### config.mk
export PLATFORM = sky130hd
export DESIGN_NAME = counter_clock_ctrl
export DESIGN_NICKNAME = d
export VERILOG_FILES = /design/src/rtl/counter_clock_ctrl_pkg.sv /design/src/rtl/counter_clock_ctrl_button_conditioner.sv /design/src/rtl/counter_clock_ctrl.sv
export SDC_FILE = /design/constraint.sdc
export NUM_CORES = 1
export LEC_CHECK = 0
export BUFFER_PORTS_ARGS = -buffer_cell sky130_fd_sc_hd__buf_4
export CAP_MARGIN = 20
export CORE_UTILIZATION = 39
export CTS_CLUSTER_SIZE = 28
export DETAILED_ROUTE_END_ITERATION = 6
export GPL_TIMING_DRIVEN = 0
export MAX_ROUTING_LAYER = met4
export PLACE_DENSITY = 0.62
export SETUP_SLACK_MARGIN = 0.4
export SLEW_MARGIN = 20
export SYNTH_ARGS = -nofsm -noshare
export SYNTH_HDL_FRONTEND = slang
export SYNTH_SLANG_ARGS = --single-unit
### constraint.sdc
create_clock -name clk -period 1.95 [get_ports clk]
set_clock_uncertainty 0.05 [all_clocks]
set_input_delay 0.2925 -clock clk [delete_from_list [all_inputs] [get_ports clk]]
set_output_delay 0.2925 -clock clk [all_outputs]
set_load 0.02 [all_outputs]
### src/rtl/counter_clock_ctrl_pkg.sv
// Shared state encoding and default 50 MHz timing constants for the
// lab counter clock controller.
package counter_clock_ctrl_pkg;

   typedef enum logic [1:0] {
      PAUSED = 2'd0,
      RUN    = 2'd1,
      STEP   = 2'd2
   } state_e;

   localparam int unsigned DEF_DIV_HALF  = 25000000;
   localparam int unsigned DEF_CNT_W     = 25;
   localparam int unsigned DEF_DB_CYCLES = 500000;
   localparam int unsigned DEF_DB_W      = 19;

endpackage

### src/rtl/counter_clock_ctrl_button_conditioner.sv
// Raw active-low pushbutton -> 2-FF sync -> debounce -> one-clk press pulse
// on each accepted high-to-low transition.
module button_conditioner
   import counter_clock_ctrl_pkg::*;
#(
   parameter int unsigned DB_CYCLES = DEF_DB_CYCLES,
   parameter int unsigned DB_W      = DEF_DB_W
) (
   input  logic clk,
   input  logic rst,
   input  logic btn_n,
   output logic press
);

   logic [1:0]      sync_q, sync_d;
   logic            level_q, level_d;
   logic [DB_W-1:0] cnt_q, cnt_d;
   logic            press_q, press_d;

   // Counter tracks consecutive synchronized samples that disagree with the
   // accepted level; any agreeing sample restarts the count.
   always_comb begin
      sync_d  = {sync_q[0], btn_n};
      level_d = level_q;
      cnt_d   = '0;
      if (sync_q[1] != level_q) begin
         if (cnt_q == DB_W'(DB_CYCLES - 1))
            level_d = sync_q[1];
         else
            cnt_d = cnt_q + DB_W'(1);
      end
      press_d = level_q & ~level_d;
   end

   always_ff @(posedge clk or negedge rst) begin
      if (!rst) begin
         sync_q  <= '1;
         level_q <= 1'b1;
         cnt_q   <= '0;
         press_q <= 1'b0;
      end else begin
         sync_q  <= sync_d;
         level_q <= level_d;
         cnt_q   <= cnt_d;
         press_q <= press_d;
      end
   end

   assign press = press_q;

endmodule

### src/rtl/counter_clock_ctrl.sv
// Slow count-clock generator with run / pause / single-step control from
// two debounced pushbuttons; provides both slow_clk and a matching tick.
module counter_clock_ctrl
   import counter_clock_ctrl_pkg::*;
#(
   parameter int unsigned DIV_HALF  = DEF_DIV_HALF,
   parameter int unsigned CNT_W     = DEF_CNT_W,
   parameter int unsigned DB_CYCLES = DEF_DB_CYCLES,
   parameter int unsigned DB_W      = DEF_DB_W
) (
   input  logic clk,
   input  logic rst,
   input  logic run_btn_n,
   input  logic step_btn_n,
   output logic slow_clk,
   output logic tick,
   output logic running
);

   logic             run_press, step_press;
   state_e           state_q, state_d;
   logic [CNT_W-1:0] div_q, div_d;
   logic             slow_q, slow_d;
   logic             tick_q, tick_d;
   logic             running_q, running_d;
   logic             div_wrap;

   button_conditioner #(.DB_CYCLES(DB_CYCLES), .DB_W(DB_W)) u_run_btn (
      .clk   (clk),
      .rst   (rst),
      .btn_n (run_btn_n),
      .press (run_press)
   );

   button_conditioner #(.DB_CYCLES(DB_CYCLES), .DB_W(DB_W)) u_step_btn (
      .clk   (clk),
      .rst   (rst),
      .btn_n (step_btn_n),
      .press (step_press)
   );

   assign div_wrap = (div_q == CNT_W'(DIV_HALF - 1));

   always_ff @(posedge clk or negedge rst) begin
      if (!rst) begin
         state_q   <= PAUSED;
         div_q     <= '0;
         slow_q    <= 1'b0;
         tick_q    <= 1'b0;
         running_q <= 1'b0;
      end else begin
         state_q   <= state_d;
         div_q     <= div_d;
         slow_q    <= slow_d;
         tick_q    <= tick_d;
         running_q <= running_d;
      end
   end

   always_comb begin
      state_d = state_q;
      unique case (state_q)
         PAUSED: begin
            if (run_press)       state_d = RUN;
            else if (step_press) state_d = STEP;
         end
         RUN:     if (run_press) state_d = PAUSED;
         STEP:    if (div_wrap)  state_d = PAUSED;
         default: state_d = PAUSED;
      endcase
   end

   // Outputs are registered: tick is computed together with the slow_clk
   // rising transition so both appear on the same edge.
   always_comb begin
      div_d     = '0;
      slow_d    = 1'b0;
      tick_d    = 1'b0;
      running_d = (state_d == RUN);
      unique case (state_q)
         PAUSED: begin
            if (!run_press && step_press) begin
               slow_d = 1'b1;
               tick_d = 1'b1;
            end
         end
         RUN: begin
            if (!run_press) begin
               div_d  = div_wrap ? '0 : div_q + CNT_W'(1);
               slow_d = div_wrap ? ~slow_q : slow_q;
               tick_d = div_wrap & ~slow_q;
            end
         end
         STEP: begin
            if (!div_wrap) begin
               div_d  = div_q + CNT_W'(1);
               slow_d = 1'b1;
            end
         end
         default: ;
      endcase
   end

   assign slow_clk = slow_q;
   assign tick     = tick_q;
   assign running  = running_q;

endmodule

==> impl_metrics.sql <==
INSERT INTO impl_metrics (metric_group, metric, value, unit) VALUES
('finish', 'layout-drive-gt1-share', '0.428', ''),
('timing', 'final_min_period_over_clock_period', '1.12', ''),
('clock_tree', 'tritoncts_clock_tree', 'done', ''),
('worst_setup_path', 'criticalPathCategory', 'register to register', ''),
('grt', 'grt_max_degree', '77', ''),
('drt', 'drt_first_pass_iters', '4', ''),
('synthesis', 'yosysWarnings', '0', ''),
('drt', 'antenna_left', '0', ''),
('floorplan', 'die_area', '10200', 'um2'),
('synthesis', 'yosysMostFrequentCell', 'sky130_fd_sc_hd__dfrtp_1', ''),
('placed_design', 'placedCellCount', '515', ''),
('synthesis', 'top_ff_cell_synth', 'sky130_fd_sc_hd__dfrtp_1', ''),
('synthesis', 'post-synth-top-area-fraction', '0.460', ''),
('timing', 'timing.final.crit_period', '2.18', 'ns'),
('pwr', 'design_power_total', '0.00312', 'W'),
('worst_setup_path', 'crit_path_start_kind', 'register', ''),
('clock_tree', 'clk_pin_slew', '0.09', 'ns'),
('finish', 'nNetsFinal', '464', ''),
('drt', 'drt-total-wl', '8810', 'um'),
('grt', 'grt.overflow.total', '0', ''),
('clock_tree', 'cts_root_buf', 'sky130_fd_sc_hd__clkbuf_8', ''),
('timing', 'rsz0062_at_grt', 'yes', ''),
('drt', 'remaining_drc_errors', '0', ''),
('clock_tree', 'cts.htree.levels', '3', ''),
('timing', 'hold_viol_final', '0', ''),
('worst_setup_path', 'worst-endpoint-required', '2.14', 'ns'),
('clock_tree', 'number_of_clock_sinks', '76', ''),
('synthesis', 'synth.lib_cells_used.distinct', '47', ''),
('synthesis', 'synth_enable_flop_cells', '0', ''),
('outcome', 'status', 'finished with violations', ''),
('placed_design', 'dp_worst_setup_slack', '-0.412', 'ns'),
('floorplan', 'core.rowCount', '35', ''),
('finish', 'fin_util', '0.572', ''),
('synthesis', 'synth_fp_nets', '391', ''),
('floorplan', 'die_w', '101', 'um'),
('pwr', 'leakagePower', '2.04', 'nW'),
('worst_setup_path', 'crit_path_end_kind', 'register', ''),
('hold_path', 'hp-class', 'input port to asynchronous set/reset pin', ''),
('worst_setup_path', 'critical_path_peak_fanout', '7', ''),
('timing', 'final.setup.worst_slack', '-0.229', 'ns'),
('synthesis', 'synth.yosys.seq_area_share', '0.502', ''),
('synthesis', 'synthArstFlopShare', '1.00', ''),
('timing', 'timing.slew.headroom', '0.363', ''),
('timing', 'timing_worst_slew_pin_value', '0.955', 'ns'),
('finish', 'area_growth_syn_to_layout', '40.1', '%'),
('grt', 'total_global_route_track_usage', '0.185', ''),
('clock_tree', 'clk_latency', '0.35', 'ns'),
('timing', 'total_negative_slack_for_setup_checks', '-5.62', 'ns'),
('synthesis', 'synth_commonest_cells', 'sky130_fd_sc_hd__dfrtp_1 (70), sky130_fd_sc_hd__nor2_1 (47), sky130_fd_sc_hd__nand2_1 (25)', ''),
('pwr', 'worst_ir_drop_vdd', '0.446', 'mV'),
('floorplan', 'fp.coreArea', '9330', 'um2'),
('synthesis', 'synth_cells', '380', ''),
('grt', 'first_global_vias', '3054', ''),
('timing', 'timing.final.max_slew_violations', '0', ''),
('floorplan', 'boundaryPins', '7', ''),
('placed_design', 'place_hpwl', '4820', 'um'),
('placed_design', 'gp_routability_congestion', '0.764', ''),
('clock_tree', 'numCtsBuffers', '9', ''),
('outcome', 'failed_checks', 'negative setup slack', ''),
('placed_design', 'input_output_buffers', '6', ''),
('drt', 'viasPerCell', '5.32', ''),
('timing', 'maxClockFrequency', '0.459', 'GHz'),
('pwr', 'p_per_area', '586', 'nW/um2'),
('clock_tree', 'clock_path_buffers', '2', ''),
('timing', 'setup_violators_final', '29', ''),
('synthesis', 'ys_seq_elements', '76', ''),
('flow_run', 'number_of_maximum_capacitance_constraint_violations', '0', ''),
('finish', 'antennaDiodeCount', '0', ''),
('synthesis', 'synth.cell_area', '3810', 'um2'),
('grt', 'first_pass_grt_wire_length', '14400', 'um'),
('floorplan', 'initial_core_util', '0.408', ''),
('drt', 'wire_per_inst', '15.0', 'um'),
('worst_setup_path', 'timing.critical_path.arrival', '2.37', 'ns'),
('synthesis', 'syn_area_per_cell', '10.0', 'um2'),
('synthesis', 'post_synth_main_area_contributors', 'sky130_fd_sc_hd__dfrtp_1 (46%), sky130_fd_sc_hd__nor2_1 (4.6%), sky130_fd_sc_hd__xor2_1 (4.6%)', ''),
('synthesis', 'synth_largest_area_cell', 'sky130_fd_sc_hd__dfrtp_1', ''),
('floorplan', 'die_height', '101', 'um'),
('grt', 'antenna_found_initial', '0', ''),
('drt', 'drt_first_iter_violations', '122', ''),
('finish', 'count_of_non_filler_cells_in_the_finished_layout', '587', ''),
('drt', 'route.vias.total', '3122', '');
==> cells in the final DEF (no fill, tap or decap), drive strengths merged, types with 4 or more instances in the layout <==
cell    netlist  layout
a21oi        25      25
nor2         47      47
or4          13      13
nor4          7       7
dfrtp        70      70
nor4b         5       5
nor3          8       8
ha            7       7
dfstp         6       6
clkinv        0       4
xor2         20      20
xnor2        17      17
inv          16      16
nand4        16      16
nand2        25      25
buf           4      66
clkbuf        6      14
o31ai        11      11
or3          12      12
nand3        19      19
and4          7       7
o21ai        13      13
==> registers in the layout, summed over array words and instances (netlist names), 2 cells and up <==
register / cells
div_q: 25
state_q: 2
u_run_btn.cnt_q: 19
u_run_btn.sync_q: 2
u_step_btn.cnt_q: 19
u_step_btn.sync_q: 2
==> worst paths after layout <==
kind / cells after the start / slack [ns] / endpoint / start
worst max-delay path: 6 / -0.23 / div_q[11]$_DFF_PN0_ / div_q[6]$_DFF_PN0_
worst min-delay path: 1 / 0.02 / div_q[18]$_DFF_PN0_ / rst
worst max register to register: 6 / -0.23 / div_q[11]$_DFF_PN0_ / div_q[6]$_DFF_PN0_
worst min register to register: 0 / 0.31 / u_step_btn.sync_q[1]$_DFF_PN1_ / u_step_btn.sync_q[0]$_DFF_PN1_
max in group asynchronous: 1 / 1.12 / u_run_btn.cnt_q[5]$_DFF_PN0_ / rst
min in group clk: 0 / 0.31 / u_step_btn.sync_q[1]$_DFF_PN1_ / u_step_btn.sync_q[0]$_DFF_PN1_
==> timing repair <==
item,in CTS,in global routing
resized for setup,70,78
setup buffers,38,12
endpoints found under the hold margin,2,0
pin swaps,42,20
endpoints found under the setup margin,70,71
gates cloned,4,0
hold buffers,2,0
==> kinds of logic after synthesis <==
family / after synthesis / share of synthesized area
buffers and inverters: 26 / 0.0306
AO/OA/AOI/OAI: 58 / 0.102
flip-flops: 76 / 0.502
XOR/XNOR: 37 / 0.0851
AND/OR/NAND/NOR: 174 / 0.252
multiplexers: 2 / 0.00592
adder cells (fa/ha/maj): 7 / 0.0230
==> layout make-up <==
| type | count | area (um2) |
|---|---|---|
| buffer | 10 | 97.6 |
| clock buffer | 10 | 138 |
| clock inverter | 6 | 87.6 |
| fill | 732 | 3990 |
| inverter | 16 | 60.1 |
| multi-input combinational | 278 | 2330 |
| sequential | 76 | 1920 |
| tap | 129 | 161 |
| timing repair buffer | 62 | 544 |
==> stage by stage <==
step                      instance area, um2  hold slack [ns]
after global routing                    5330            0.125
after detailed placement                4120            0.306
after CTS                               4920           0.0691
after floorplan                         3910          -0.0531
final                                   5330           0.0216
after global placement                  4120            0.297
==> critical path, cell delays in order (launching register included) <==
cell,delay [ns]
sky130_fd_sc_hd__dfrtp_1,0.39
sky130_fd_sc_hd__or4b_1,0.50
sky130_fd_sc_hd__or4_4,0.42
sky130_fd_sc_hd__buf_6,0.14
sky130_fd_sc_hd__o221ai_4,0.31
sky130_fd_sc_hd__buf_6,0.19
sky130_fd_sc_hd__nor2_1,0.05
==> report_power, final <==
group | leakage (nW) | switching, W | internal [W]
Sequential | 1.02 | 0.0000179 | 0.00159
Clock | 0.116 | 0.000595 | 0.000755
Combinational | 0.898 | 0.0000965 | 0.0000669
Total | 2.04 | 0.000709 | 0.00242
==> layer usage <==
layer  vias to the layer above  track usage  share of wire
met5                         -            -              0
met2                        32        0.295           0.50
met4                         0       0.0624          0.015
li1                       1516            -              -
met3                        13       0.0395          0.023
met1                      1561        0.235           0.46
No activity file was read; power rests on OpenSTA's default activity.
